===== config.mk =====
export PLATFORM = sky130hd
export DESIGN_NAME = pdo_unpad_serializer
export DESIGN_NICKNAME = d
export VERILOG_FILES = /design/src/rtl/romulus_config_pkg.sv /design/src/rtl/byte_mask_gen.sv /design/src/rtl/pdo_unpad_serializer.sv
export SDC_FILE = /design/constraint.sdc
export NUM_CORES = 1
export LEC_CHECK = 0
export ABC_CLOCK_PERIOD_IN_PS = 3170
export BUFFER_PORTS_ARGS = -buffer_cell sky130_fd_sc_hd__clkbuf_2
export CAP_MARGIN = 15
export CORE_UTILIZATION = 40
export DETAILED_ROUTE_END_ITERATION = 8
export GPL_TIMING_DRIVEN = 0
export SYNTH_ARGS = -nofsm -noshare
export SYNTH_HDL_FRONTEND = slang
export SYNTH_SLANG_ARGS = --single-unit

===== constraint.sdc =====
create_clock -name clk -period 3.17 [get_ports clk]
set_input_delay 0.1585 -clock clk [delete_from_list [all_inputs] [get_ports clk]]
set_output_delay 0.1585 -clock clk [all_outputs]
set_load 0.1 [all_outputs]

===== src/rtl/romulus_config_pkg.sv =====
// romulus_config_pkg
// Shared configuration for the PDO unpad serializer:
//   CFG_BUSW  - default output bus width in bits
//   CFG_CNTW  - default word-counter width, log2(128/CFG_BUSW)
//   BLK_BYTES - bytes per result block
//   BLK_BITS  - bits per result block
//   NB_W      - width of a byte count 0..BLK_BYTES
//   state_e   - serializer FSM states
package romulus_config_pkg;

  localparam int CFG_BUSW  = 32;
  localparam int CFG_CNTW  = 2;
  localparam int BLK_BYTES = 16;
  localparam int BLK_BITS  = BLK_BYTES * 8;
  localparam int NB_W      = 5;

  typedef enum logic {
    ST_IDLE = 1'b0,
    ST_SEND = 1'b1
  } state_e;

endpackage


===== src/rtl/byte_mask_gen.sv =====
// byte_mask_gen
// Decodes a valid byte count into a per-byte keep mask for a result block.
// Ports:
//   nbytes - number of valid leading bytes (0..BLK_BYTES)
//   mask   - one bit per byte; bit BLK_BYTES-1 is byte 0 (the MSB-first byte),
//            bit 0 is byte BLK_BYTES-1
module byte_mask_gen
  import romulus_config_pkg::*;
(
  input  logic [NB_W-1:0]      nbytes,
  output logic [BLK_BYTES-1:0] mask
);

  for (genvar gi = 0; gi < BLK_BYTES; gi++) begin : g_mask
    // Byte gi survives only if it lies inside the valid prefix.
    assign mask[BLK_BYTES-1-gi] = (NB_W'(gi) < nbytes);
  end

endmodule


===== src/rtl/pdo_unpad_serializer.sv =====
// pdo_unpad_serializer
// Accepts 128-bit result blocks, zeroes the bytes beyond the valid segment
// length and emits the block as BUSW-bit words, MSB-first, over a
// valid/ready stream. All stream outputs come straight from registers.
// Ports:
//   clk, rst_n                    - clock, asynchronous active-low reset
//   blk_data/seglen/full/last     - offered block and its length/last flags
//   blk_valid / blk_ready         - block handshake (ready only in IDLE)
//   do_data / do_valid / do_last  - output word stream
//   do_ready                      - downstream accepts the current word
//   busy                          - high while a block is being sent
module pdo_unpad_serializer
  import romulus_config_pkg::*;
#(
  parameter int BUSW = CFG_BUSW,
  parameter int CNTW = CFG_CNTW
) (
  input  logic                clk,
  input  logic                rst_n,
  input  logic [BLK_BITS-1:0] blk_data,
  input  logic [3:0]          blk_seglen,
  input  logic                blk_full,
  input  logic                blk_last,
  input  logic                blk_valid,
  output logic                blk_ready,
  output logic [BUSW-1:0]     do_data,
  output logic                do_valid,
  input  logic                do_ready,
  output logic                do_last,
  output logic                busy
);

  localparam int BPW    = BUSW / 8;
  localparam int NWORDS = BLK_BYTES / BPW;
  localparam int NWW    = CNTW + 1;

  state_e              state_q;
  logic [CNTW-1:0]     cnt_q;
  logic [CNTW-1:0]     cnt_d;
  logic [NWW-1:0]      nwords_q;
  logic [BLK_BITS-1:0] blk_q;
  logic                last_q;
  logic [BUSW-1:0]     do_data_q;
  logic                do_valid_q;
  logic                do_last_q;
  logic                busy_q;

  logic [NB_W-1:0]      nbytes_in;
  logic [NWW-1:0]       nwords_in;
  logic [BLK_BYTES-1:0] byte_mask;
  logic [BLK_BITS-1:0]  bit_mask;
  logic [BLK_BITS-1:0]  masked_in;
  logic [BUSW-1:0]      in_words  [NWORDS];
  logic [BUSW-1:0]      blk_words [NWORDS];
  logic                 final_word;

  assign nbytes_in = blk_full ? NB_W'(BLK_BYTES) : {1'b0, blk_seglen};
  assign nwords_in = NWW'((int'(nbytes_in) + BPW - 1) / BPW);

  byte_mask_gen u_byte_mask_gen (
    .nbytes (nbytes_in),
    .mask   (byte_mask)
  );

  for (genvar gi = 0; gi < BLK_BYTES; gi++) begin : g_bit_mask
    assign bit_mask[gi*8 +: 8] = {8{byte_mask[gi]}};
  end

  // Padding is stripped once at acceptance, so the stored block is already
  // zero beyond nbytes and words can be sliced from it directly.
  assign masked_in = blk_data & bit_mask;

  for (genvar gi = 0; gi < NWORDS; gi++) begin : g_words
    assign in_words[gi]  = masked_in[BLK_BITS-1-gi*BUSW -: BUSW];
    assign blk_words[gi] = blk_q[BLK_BITS-1-gi*BUSW -: BUSW];
  end

  assign cnt_d      = cnt_q + 1'b1;
  assign final_word = ({1'b0, cnt_q} == nwords_q - NWW'(1));

  always_ff @(posedge clk or negedge rst_n) begin
    if (!rst_n) begin
      state_q    <= ST_IDLE;
      cnt_q      <= '0;
      nwords_q   <= '0;
      blk_q      <= '0;
      last_q     <= 1'b0;
      do_data_q  <= '0;
      do_valid_q <= 1'b0;
      do_last_q  <= 1'b0;
      busy_q     <= 1'b0;
    end else begin
      case (state_q)
        ST_IDLE: begin
          if (blk_valid) begin
            blk_q    <= masked_in;
            last_q   <= blk_last;
            nwords_q <= nwords_in;
            cnt_q    <= '0;
            // An empty segment is consumed silently.
            if (nwords_in != '0) begin
              state_q    <= ST_SEND;
              do_data_q  <= in_words[0];
              do_valid_q <= 1'b1;
              do_last_q  <= blk_last && (nwords_in == NWW'(1));
              busy_q     <= 1'b1;
            end
          end
        end
        ST_SEND: begin
          if (do_ready) begin
            if (final_word) begin
              state_q    <= ST_IDLE;
              do_valid_q <= 1'b0;
              do_last_q  <= 1'b0;
              busy_q     <= 1'b0;
            end else begin
              cnt_q     <= cnt_d;
              do_data_q <= blk_words[cnt_d];
              do_last_q <= last_q && ({1'b0, cnt_d} == nwords_q - NWW'(1));
            end
          end
        end
        default: state_q <= ST_IDLE;
      endcase
    end
  end

  assign blk_ready = (state_q == ST_IDLE);
  assign do_data   = do_data_q;
  assign do_valid  = do_valid_q;
  assign do_last   = do_last_q;
  assign busy      = busy_q;

endmodule

==> metrics list, run 1 <==
- Result of the run: completed
- Average wire length per cell after detail routing: 19.6 um
- The floorplan has 50 rows.
- Initial antenna violation count: 0
- Once routing completed, OpenROAD measured the worst setup slack at between 0.8 and 0.9 ns.
- Sequential share of the synthesized area: between 50% and 60%
- Post-route cell area: between 10000 and 15000 sq um
* P_sw: approximately 4.6 mW
- Syn_nets: 757
- Minimum period implied by the final worst setup slack: 2.35 ns
- Horizontal extent of the die: between 100 and 150 um
- Final instance count without filler cells: roughly 1200
- Max-cap violations in this run came to 0.
- Minimum setup slack after placement: approximately 0.80 ns
- Biggest area consumer among synthesized cells: dfrtp_1
* Clock tree from TritonCTS: done
- Source of the critical timing path: state_q
* Total via count in the routed design: ~6400
- Total core area: between 15000 and 20000 sq um
- After Yosys synthesis, XOR and XNOR cells account for 0.800% of the synthesized area.
* Global-route wire length before repair: approximately 37 mm
- STA classifies the critical path endpoint as a register.
* Later-pin clock latency in the skew report: approximately 0.43 ns
* Hold/Removal Path Class: input pin to register
- Share of the synthesized area in the top cell type: between 50% and 60%
- Start of the worst register-to-register path: state_q
* Unrepaired setup endpoints after global routing: false
* Flop and latch count out of synthesis: 169
* Effective utilization at floorplan: between 40 and 50%
* CTS HTree Levels: 4
* Internal: about 6.6 mW
- The number of global-route vias before repair is 6862.
- Synth unique cells: 32
- Syn Inst Count: just over 600
- Compared with the post-synthesis result, the final layout area differs by 37.9%.
* Synth warn: 0
- Commonest cells after routing, fill and taps aside: clkbuf_2, dfrtp_1, dlygate4sd3_1
- Setup violations remaining at the end of the flow were counted as 0.
- The synthesized netlist devotes between 10% and 20% of its cell area to compound gates.
* Number of clock sinks seen by CTS: approximately 170
* Average size of a mapped cell: 12.4 sq um
- After layout, the worst path uses approximately 74% of the clock period.
- Die outline height: between 100 and 150 um
- Multiplexer cells account for ~16% of the synthesized area.
- Inserted Clock Buffers: 17
- Global router's overall resource usage: between 20 and 25%
- After synthesis the cells add up to around 7700 sq um.
- Leakage power: approximately 5.1 nW
- Clk buf depth: 2
* Most common library cell in the layout ignoring fill and taps: clkbuf_2
- Worst Tran Pin Value: 1.14 ns
- Share of post-route cells with drive strength above 1: slightly above 30%
- The net count of the finished layout is approximately 1100.
* Area after DPL: just under 9000 sq um
- Once the clock tree was built, the setup fixing pass inserted 0 buffers.
* Power density over the cells: roughly 1100 nW/um^2
* Largest fanout on the critical path: 10
- Fmax: approximately 430 MHz
- The pre-antenna-repair detailed-routing pass consisted of 5 iterations.
- Across the VDD grid, the largest voltage drop is 0.492 mV.
- After detailed routing, the total wire length is roughly 23 mm.
- Counting flops with an async set or reset pin after synthesis yields a share of between 90% and 100%.
* Die Area: a little under 20000 sq um
- Min-Delay Startpoint: blk_data[120]
- Arrival time of the worst setup path: 2.71 ns
* Root cell of the clock tree: clkbuf_16
- Summing the areas of all fa, ha and maj instances in the mapped netlist gives 0.163% of the synthesized area.
- Logic pwr share: 48.3%
* Number of hold violations in the final report: 0
- After clock tree synthesis, the repair step resized 0 gates.
* Crit path required time: ~3.5 ns
* Number of enable-type register cells in the synthesized netlist: 0
- Of the total power, the clock network draws between 10% and 20%.
- Measured against its own limit, the worst slew margin works out to between 20% and 30%.
* Slew Viols, Final: 0
- Clock Skews: 0.00581 ns
- In the routed design, unresolved DRC markers number 0.
* Simple-gate share of the synthesized area: under 10%
* First-iteration detailed-routing DRC count: between 200 and 300
- Net switching is around two fifths of the power.
* GR Overflow Total: 0
* GP Congestion: around 0.8
* Top flip-flop cell by instance count after synthesis: dfrtp_1
* Power share of the sequential group: about a third
- Ranking of synthesized cells by area: dfrtp_1, a22o_1, mux4_2
* Vias per cell: roughly 5.5
- Clock edge transition at the registers on the reported setup and hold paths: roughly 0.06 ns
- In this run the tool buffered the top-level ports with ~170 buffer cells.
- The repair_antennas step left the layout with diodes totalling 0.
- Pin count of the biggest net entering global routing: ~100
- After synthesis, the largest family of logic cells by area is compound AO/OA/AOI/OAI gates.
* Number of primary I/O pins: approximately 170
- Number of placed instances with taps included: 1025
- The worst setup path is launched from a register.
- HPWL after detailed placement: around 16 mm
* Number of nets still failing antenna checks after routing: 0
- CTS Hold Bufs: approximately 120
- The critical path in this run is classified as register to register.
==> critical path: stages, from the launching register on <==
cell and delay [ns]:
dfrtp_1 0.44, inv_1 0.14, nand2_1 0.31, clkbuf_1 0.34
a21oi_1 0.81, a22o_1 0.24
==> state kept, by name, summed over array words and instances, names as in the netlist <==
name	cells
busy	1
do_last	1
blk_q	128
nwords_q	3
state_q	1
do_data	32
cnt_q	2
last_q	1
==> power groups by stage <==
stage | Combinational [mW] | Clock [mW] | Sequential [mW]
6_report | 5.39 | 2.03 | 3.74
5_1_grt | 5.76 | 2.15 | 3.86
4_1_cts | 5.43 | 2.07 | 3.73
3_5_place_dp | 5.31 | 0 | 3.75
3_3_place_gp | 5.20 | 0 | 3.70
2_1_floorplan | 2.96 | 0 | 4.89
==> through the flow <==
step / hold slack [ns] / TNS, ns / utilization (%) / total power, mW
floorplan: -0.137 / 0 / - / 7.85
global placement: 0.378 / -167.85 / 47.0 / 8.90
detailed placement: 0.196 / 0 / 47.2 / 9.06
CTS: 0.000195 / 0 / 56.3 / 11.2
global route: 0.0249 / 0 / 56.3 / 11.8
finish: 0.0124 / 0 / 56.3 / 11.2
==> worst paths after layout <==
kind	endpoint	slack (ns)	depth (start not counted)
max	blk_q[26]	0.82	5
min	blk_q[120]	0.01	3
max reg2reg	blk_q[26]	0.82	5
min reg2reg	blk_q[107]	0.48	2
max in group asynchronous	blk_q[19]	2.00	3
min in group asynchronous	blk_q[34]	0.28	2
==> metal layers <==
layer	track usage [%]	vias up	part of all wire (%)
met5	0	-	0
met1	31.2	3252	43
met2	41.6	232	49
met3	4.92	45	5.0
met4	10.1	0	2.7
li1	-	2882	-
==> cell type report <==
| type | instances | area, sq um |
|---|---|---|
| Inverter | 4 | 15.0 |
| Clock buffer | 23 | 468 |
| Sequential cell | 169 | 4230 |
| Multi-Input combinational cell | 397 | 3180 |
| Buffer | 48 | 236 |
| Timing Repair Buffer | 288 | 2050 |
| Fill cell | 1593 | 8200 |
| Tap cell | 234 | 293 |
| Clock inverter | 9 | 97.6 |
==> Yosys cell counts, drive strengths merged (3+ instances only) <==
| cell | n |
|---|---|
| nand2 | 111 |
| a21oi | 10 |
| xnor2 | 5 |
| nor3 | 3 |
| clkbuf | 31 |
| nor2 | 8 |
| mux4 | 32 |
| a22o | 90 |
| mux2 | 35 |
| o21ai | 84 |
| buf | 17 |
| dfrtp | 169 |
| inv | 4 |
==> cell families (layout without fill, tap and decap cells) <==
logic type,Yosys count,after routing
flops,169,169
buf+inv,52,372
compound gates,191,191
mux,69,69
fa+ha+maj,1,1
xor+xnor,7,7
simple gates,129,129
(Power assumes the default switching activity.)
==> run 2: changes to the inputs <==
--- a/config.mk
+++ b/config.mk
@@ -5,7 +5,7 @@
 export SDC_FILE = /design/constraint.sdc
 export NUM_CORES = 1
 export LEC_CHECK = 0
-export ABC_CLOCK_PERIOD_IN_PS = 3170
+export ABC_CLOCK_PERIOD_IN_PS = 2390
 export BUFFER_PORTS_ARGS = -buffer_cell sky130_fd_sc_hd__clkbuf_2
 export CAP_MARGIN = 15
 export CORE_UTILIZATION = 40
==> constraint.sdc (replaced) <==
create_clock -name clk -period 2.39 [get_ports clk]
set_input_delay 0.1195 -clock clk [delete_from_list [all_inputs] [get_ports clk]]
set_output_delay 0.1195 -clock clk [all_outputs]
set_load 0.1 [all_outputs]
==> run 2 against run 1 <==
Net effect:
- clock skew increased by 0.0012 ns
- register-to-register slack worse by 0.75 ns
- global-route usage increased by 0.30 points
- utilization is 0.94 points higher
- clock power up 33%
- via count increased by 0.81%
- sequential share of layout area decreased by 0.66 points
- cell count grew 1.4%
- hold slack gained 0.16 ns
- non-clock buffer count rose by 16
- critical path type unchanged
- largest cell class unchanged
==> metrics list, run 2 (synthesized netlist as in run 1, its figures left out) <==
* Result of the run: completed
- Clock tree synthesis selected as its root buffer the cell clkbuf_16.
- Clock edge transition at the registers on the reported setup and hold paths: around 0.06 ns
* Average wire length per cell after detail routing: around 20 um
* Worst flop-to-flop path endpoint: blk_q[39]
- After detailed routing, the number of remaining DRC violations is 0.
- Effective utilization at floorplan: approximately two fifths
- Largest fanout on the critical path: 10
- Leakage power: ~5.2 nW
- Minimum period implied by the final worst setup slack: between 2 and 2.5 ns
- Core Rows: 50
- Across the VDD grid, the largest voltage drop is about 0.66 mV.
- Vias per cell: between 5 and 6
- The later pin in the worst-skew pair is clocked with a latency of 0.43 ns.
* Filler Cells Inserted: 1565
- Critical setup path kind: register to register
* Clock tree from TritonCTS: done
* Number of clock sinks seen by CTS: between 150 and 200
- Clock Skews: about 0.007 ns
- Arrival time of the worst setup path: around 2.7 ns
* Unrepaired setup endpoints after global routing: true
* Total via count in the routed design: between 6000 and 7000
* Number of hold violations in the final report: 0
- Post-route cell area: ~11000 sq um
* Max-cap violation count: 0
- Initial antenna violation count: 0
- Global routing used between 20% and 30% of the available tracks.
- Post-CTS setup-driven buffer insertion count: 0
- Growth of design area from synthesis to finish: 40.2%
- Derived from the worst setup path, the maximum achievable clock frequency is 432 MHz.
- Flip-flop count of the largest register after layout: 128
- Horizontal extent of the die: ~140 um
* Die outline height: roughly 140 um
- Register cell area after layout: around 4200 sq um
* Count of input and output buffers: about 170
- First-iteration detailed-routing DRC count: approximately 310
- Most common library cell in the layout ignoring fill and taps: clkbuf_2
- After layout, the design draws a total of 14.9 mW.
- The worst hold path begins at blk_seglen[0].
- The final layout contains around 1100 nets.
- Slew HR: between 20% and 30%
- Area after DPL: 8850 sq um
* Die Area: ~20000 sq um
- Entering global routing, the biggest net connects between 100 and 150 pins.
- HPWL after detailed placement: approximately 16 mm
- Summing all multi-input logic gate instances after layout gives ~3200 sq um.
* Critical Path Sink Type: register
* Number of primary I/O pins: around 170
* Clk buf depth: 2
- Setup slack on the worst reg-to-reg path comes out at between 0.07 and 0.08 ns.
* Sink of the worst hold path: state_q
- The pre-antenna-repair detailed-routing pass consisted of 5 iterations.
* Portion of the clock cycle consumed by the worst path in the final layout: 96.9%
- Routability-driven placement finished with a final weighted congestion of 0.802.
- Antenna diode instance count: 0
* Total core area: approximately 19000 sq um
- Worst Tran Pin Value: about 1.1 ns
- The worst path meets setup with around 0.075 ns of slack.
- Global routing finished with a remaining overflow of 0.
- Prior to clock tree synthesis, the placed netlist has a worst setup slack of around 0.018 ns.
- STA classifies the critical path startpoint as a register.
- Data on the critical path is required at its endpoint by 2.75 ns.
- Share of post-route cells with drive strength above 1: slightly above 30%
* Vias in the first global route: approximately 7000
- Final worst hold slack: between 0.15 and 0.2 ns
* Total Routed Length: around 23 mm
- Worst reg2reg path depth: 5
- More flip-flops sit in one register than any other, and that register is blk_q.
- The number of clock buffers added by TritonCTS is 17.
* Power density over the cells: between 1000 and 1500 nW/um^2
- CTS HTree Levels: 4
- Number of cells on the worst hold path: 3
- In this run the worst hold path is classified as input pin to register.
- The first global-routing pass estimated between 30 and 40 mm of wire.
- Slew Viols, Final: 0
- Start of the worst register-to-register path: state_q
* Final setup fails: 0
- The library cells used most frequently in the layout, excluding fill and tap cells, are clkbuf_2, dfrtp_1, dlygate4sd3_1.
- Once layout is complete, the utilization of the core stands at a little under three fifths.
* Number of nets still failing antenna checks after routing: 0
-- run 2: stage by stage --
stage	cells	TNS, ns
2_1_floorplan	618	0
3_3_place_gp	1024	-293.08
3_5_place_dp	1025	0
4_1_cts	1188	0
5_1_grt	1188	-0.877
6_report	1188	0
-- run 2: cell type report --
class / count / share of cell area (%)
flip-flops and latches: 169 / 39.4
multi-input cells: 397 / 29.7
repair buffers: 304 / 20.6
clock buffers: 23 / 4.36
well taps: 234 / 2.73
plain buffers: 48 / 2.25
clock inverters: 9 / 0.908
inverters: 4 / 0.140
-- run 2: power breakdown --
group	leakage, nW	internal (mW)	switching [mW]
clock	0.280	1.58	1.12
combinational	2.72	2.95	4.25
sequential	2.15	4.18	0.785
-- run 2: worst max-delay path by stage --
stage	startpoint	end	slack [ns]	cells after the start
CTS	state_q	blk_q[72]	0.02	5
detailed placement	state_q	blk_q[26]	0.02	5
floorplan	state_q	blk_q[24]	0.06	5
finish	state_q	blk_q[39]	0.07	5
global placement	rst_n	blk_q[83]	-1.75	1
global route	state_q	blk_q[34]	-0.06	5
-- run 2: timing repair --
item	CTS	global route
resized for setup	1	11
endpoints found under the setup margin	1	62
endpoints found under the hold margin	198	0
hold buffers	131	0
-- run 2: worst max-delay path, stage by stage (launching register included) --
cell	delay (ns)
dfrtp_1	0.44
inv_1	0.14
nand2_1	0.31
clkbuf_1	0.35
nor2_1	0.77
a22o_1	0.24
-- run 2: routing by layer --
metal  track usage, %  vias to the layer above  wire length [um]  part of all wire (%)
met1             31.4                     3248              9840                    42
met5                0                        -                 0                     0
li1                 -                     2920                 -                     -
met4             9.54                        0               522                   2.2
met2             42.9                      259             11800                    50
met3             4.58                       36              1260                   5.4
==> run 3: changes to the inputs <==
--- a/config.mk
+++ b/config.mk
@@ -13,4 +13,5 @@
 export GPL_TIMING_DRIVEN = 0
 export SYNTH_ARGS = -nofsm -noshare
 export SYNTH_HDL_FRONTEND = slang
+export SYNTH_HIERARCHICAL = 1
 export SYNTH_SLANG_ARGS = --single-unit
==> run 3 against run 2 <==
Net effect:
- routed wire length increased by 5.2%
- global-route usage down 0.18 points
- hold slack lost 0.15 ns
- clock skew grew 0.0013 ns
- area after synthesis is 6.1% higher
- worst setup slack worse by 0.0024 ns
- largest cell class unchanged
- highest routed layer is now met5
==> metrics list, run 3 <==
* Most common library cell in the layout ignoring fill and taps: nand2_1
- Sequential share of the synthesized area: a little over half
- By count the netlist is led by nand2_1, dfrtp_1, o21ai_0, mux2_2, clkbuf_1.
- In this run, synthesis produced a sequential element count of about 170.
- Largest fanout on the critical path: 10
- The largest individual stage delay along the critical path comes from the cell dfrtp_1.
- Commonest cells after routing, fill and taps aside: nand2_1, clkbuf_2, dfrtp_1
- The die is 145 um wide.
- STA puts the critical path data arrival time at 2.63 ns.
- Number of primary I/O pins: about 170
- The count of buffers added on input and output ports is approximately 170.
- Before CTS, the worst setup slack after placement is 0.0376 ns.
- Register cell area after layout: 4230 sq um
- After layout, the worst path uses a little over nine tenths of the clock period.
* Share of post-route cells with drive strength above 1: 24.5%
- The critical path is of the register to register type.
- Ranking of synthesized cells by area: dfrtp_1, nand2_1, o21ai_0
- Synth unique cells: 40
* Simple-gate share of the synthesized area: about 16%
* Synthesized-area fraction occupied by ao, oa, aoi and oai cells: about an eighth
* GP Congestion: just under 0.8
- For this run the aggregate overflow at the end of global routing stands at 0.
- Summing internal, switching and leakage power gives 14.2 mW.
- Critical Path Sink Type: register
- Number of hold violations in the final report: 0
* Max incr delay on CP: 0.42 ns
* Flip-flop count of the largest register after layout: 128
* Minimum period implied by the final worst setup slack: 2.32 ns
- Max-cap violations in this run came to 0.
- For this run, design rule violations remaining after detail routing come to 0.
* Clock edge transition at the registers on the reported setup and hold paths: approximately 0.060 ns
- By instance count, the leading cell after synthesis is nand2_1.
* Inserted Clock Buffers: 17
- The tightest min-delay check is of the input pin to register type.
* Share of synthesized area spent on multiplexers: roughly 15%
- Row generation in the floorplan step produced 51 rows.
* Final setup TNS: 0 ns
- Average wire length per cell after detail routing: ~17 um
* Crit path required time: between 2 and 3 ns
- Layout net count: 1289
* Area of the mapped netlist: between 8000 and 9000 sq um
* Top flip-flop cell by instance count after synthesis: dfrtp_1
* Number of enable-type register cells in the synthesized netlist: 0
* Growth of design area from synthesis to finish: 39.1%
* Vias in the first global route: slightly above 7000
- Clk buf depth: 2
- The tree is rooted in a clkbuf_16.
- Syn_nets: slightly below 1000
* Later-pin clock latency in the skew report: 0.43 ns
- Slew HR: between 50% and 60%
- The count of pins over their slew limit is 0.
* Clock tree from TritonCTS: done
* Final worst hold slack: 0.0240 ns
* Number of nets still failing antenna checks after routing: 0
- The number of antenna violations at the first check in global routing came to 1.
* Die outline height: roughly 140 um
* Total via count in the routed design: just over 7000
* Worst vdd rail ir drop: 0.714 mV
- The clock drives 169 sinks.
- The flow ran to the end, and the final reports show no timing, DRC or antenna violations.
- The register with the most flip-flops in the final layout is blk_q.
- By area, the combinational part of the netlist is dominated by simple AND/OR/NAND/NOR gates.
- Summed over all instances, the cell type with the most area after synthesis is dfrtp_1.
- Once the floorplan was initialized, standard cells occupied 41.2% of the core.
* Antenna diode instance count: 0
- Worst Slack Setup Final: ~0.073 ns
* Worst Tran Pin Value: a little under 0.7 ns
- Filler Cells Inserted: roughly 1700
- Final setup fails: 0
* First-iteration detailed-routing DRC count: roughly 310
- The critical path goes through inv_1 > ha_1 > xor2_4 > a31oi_4 > a21oi_4 > buf_6 > mux2_2.
- Xor and xnor fraction of the mapped netlist area: less than 1%
* Vias per cell: approximately 5.0
* Leakage power: about 5.5 nW
- Launching element type of the critical path: register
- Multi-input combinational cell area: roughly 3500 sq um
- CTS HTree Levels: 4
- Counting flops with an async set or reset pin after synthesis yields a share of 100%.
* Core utilization of the finished layout: 57.3%
* Die Area: roughly 21000 sq um
- Dividing total power by cell area gives a power density of approximately 1300 nW/um^2.
- After legalization and detailed placement, the total HPWL measured ~17 mm.
* Pin count of the biggest net entering global routing: 91
- In this run the mean area of a mapped cell was ~10 sq um.
* Global router's overall resource usage: between 20 and 25%
- Fmax: approximately 430 MHz
* Global-route wire length before repair: around 38 mm
- The synthesized netlist devotes less than 1% of its cell area to adder and majority cells.
- The core region is 19700 sq um.
* Unrepaired setup endpoints after global routing: false
* First drt pass iteration count: 5
* Total Routed Length: 24.7 mm
* Share of the synthesized area in the top cell type: between 50% and 60%
- Yosys printed 6 warnings.
- Clock Skews: ~0.0083 ns
- Counting every instance in the synthesized netlist gives roughly 830.
- In this run the post-CTS setup repair buffer count came out at 0.
run 3: cell count changes after synthesis, sizes merged, moves of 3 or more:
cell    delta
nand2    +188
a22o      -90
o21ai     +83
buf       +28
clkbuf     -7
a21oi      -5
nand2b     +5
xnor2      -4
nor2b      +3
run 3: worst paths after layout:
check                           depth (start not counted)   startpoint     endpoint  slack, ns
worst min-delay path                                    2     blk_full  nwords_q[0]       0.02
worst max-delay path                                    7  nwords_q[0]  do_data[27]       0.07
worst max register to register                          7  nwords_q[0]  do_data[27]       0.07
worst min register to register                          2     blk_q[3]     blk_q[3]       0.47
max in group asynchronous                               3        rst_n    blk_q[18]       1.23
min in group asynchronous                               2        rst_n   do_data[1]       0.28
run 3: stage by stage:
stage / instances / area (sq um)
2_1_floorplan: 826 / 8130
3_3_place_gp: 1264 / 9320
3_5_place_dp: 1265 / 9360
4_1_cts: 1428 / 11300
5_1_grt: 1428 / 11300
6_report: 1428 / 11300
run 3: metal layers:
layer	up-vias	part of all wire, %	global-route usage [%]
li1	3450	-	-
met4	2	2.5	9.47
met3	39	4.7	4.04
met5	-	0.053	0
met2	232	48	41.1
met1	3476	44	32.6
run 3: cells by family after synthesis:
kind of cell,count (synthesis)
AOI/OAI and AO/OA,185
xor gates and xnor gates,4
adders and majority gates,1
buffers and inverters,75
and+or+nand+nor,325
muxes,67
DFF,169
run 3: cell type report:
| class | instances | share of cell area (%) |
|---|---|---|
| plain buffers | 69 | 3.12 |
| clock buffers | 20 | 3.95 |
| clock inverters | 12 | 1.54 |
| inverters | 6 | 0.199 |
| multi-input cells | 582 | 31.2 |
| flip-flops and latches | 169 | 37.4 |
| well taps | 265 | 2.93 |
| repair buffers | 305 | 19.6 |
run 3: report_power, final:
part	switching, mW	internal [mW]
Combinational	4.14	2.36
Clock	1.17	1.77
Sequential	0.692	4.11
Total	6.00	8.25
run 3: repair_timing:
item / 4_1_cts / 5_1_grt
resized for setup: 0 / 2
setup endpoints to repair: 0 / 30
hold buffers: 131 / 0
hold endpoints to repair: 209 / 0
run 3: critical path: cells and delay by family, from the launching register on:
family	cells	cell delay, ns
xor gates and xnor gates	1	0.22
DFF	1	0.42
buffers and inverters	2	0.31
adders and majority gates	1	0.36
AOI/OAI and AO/OA	2	0.54
muxes	1	0.34
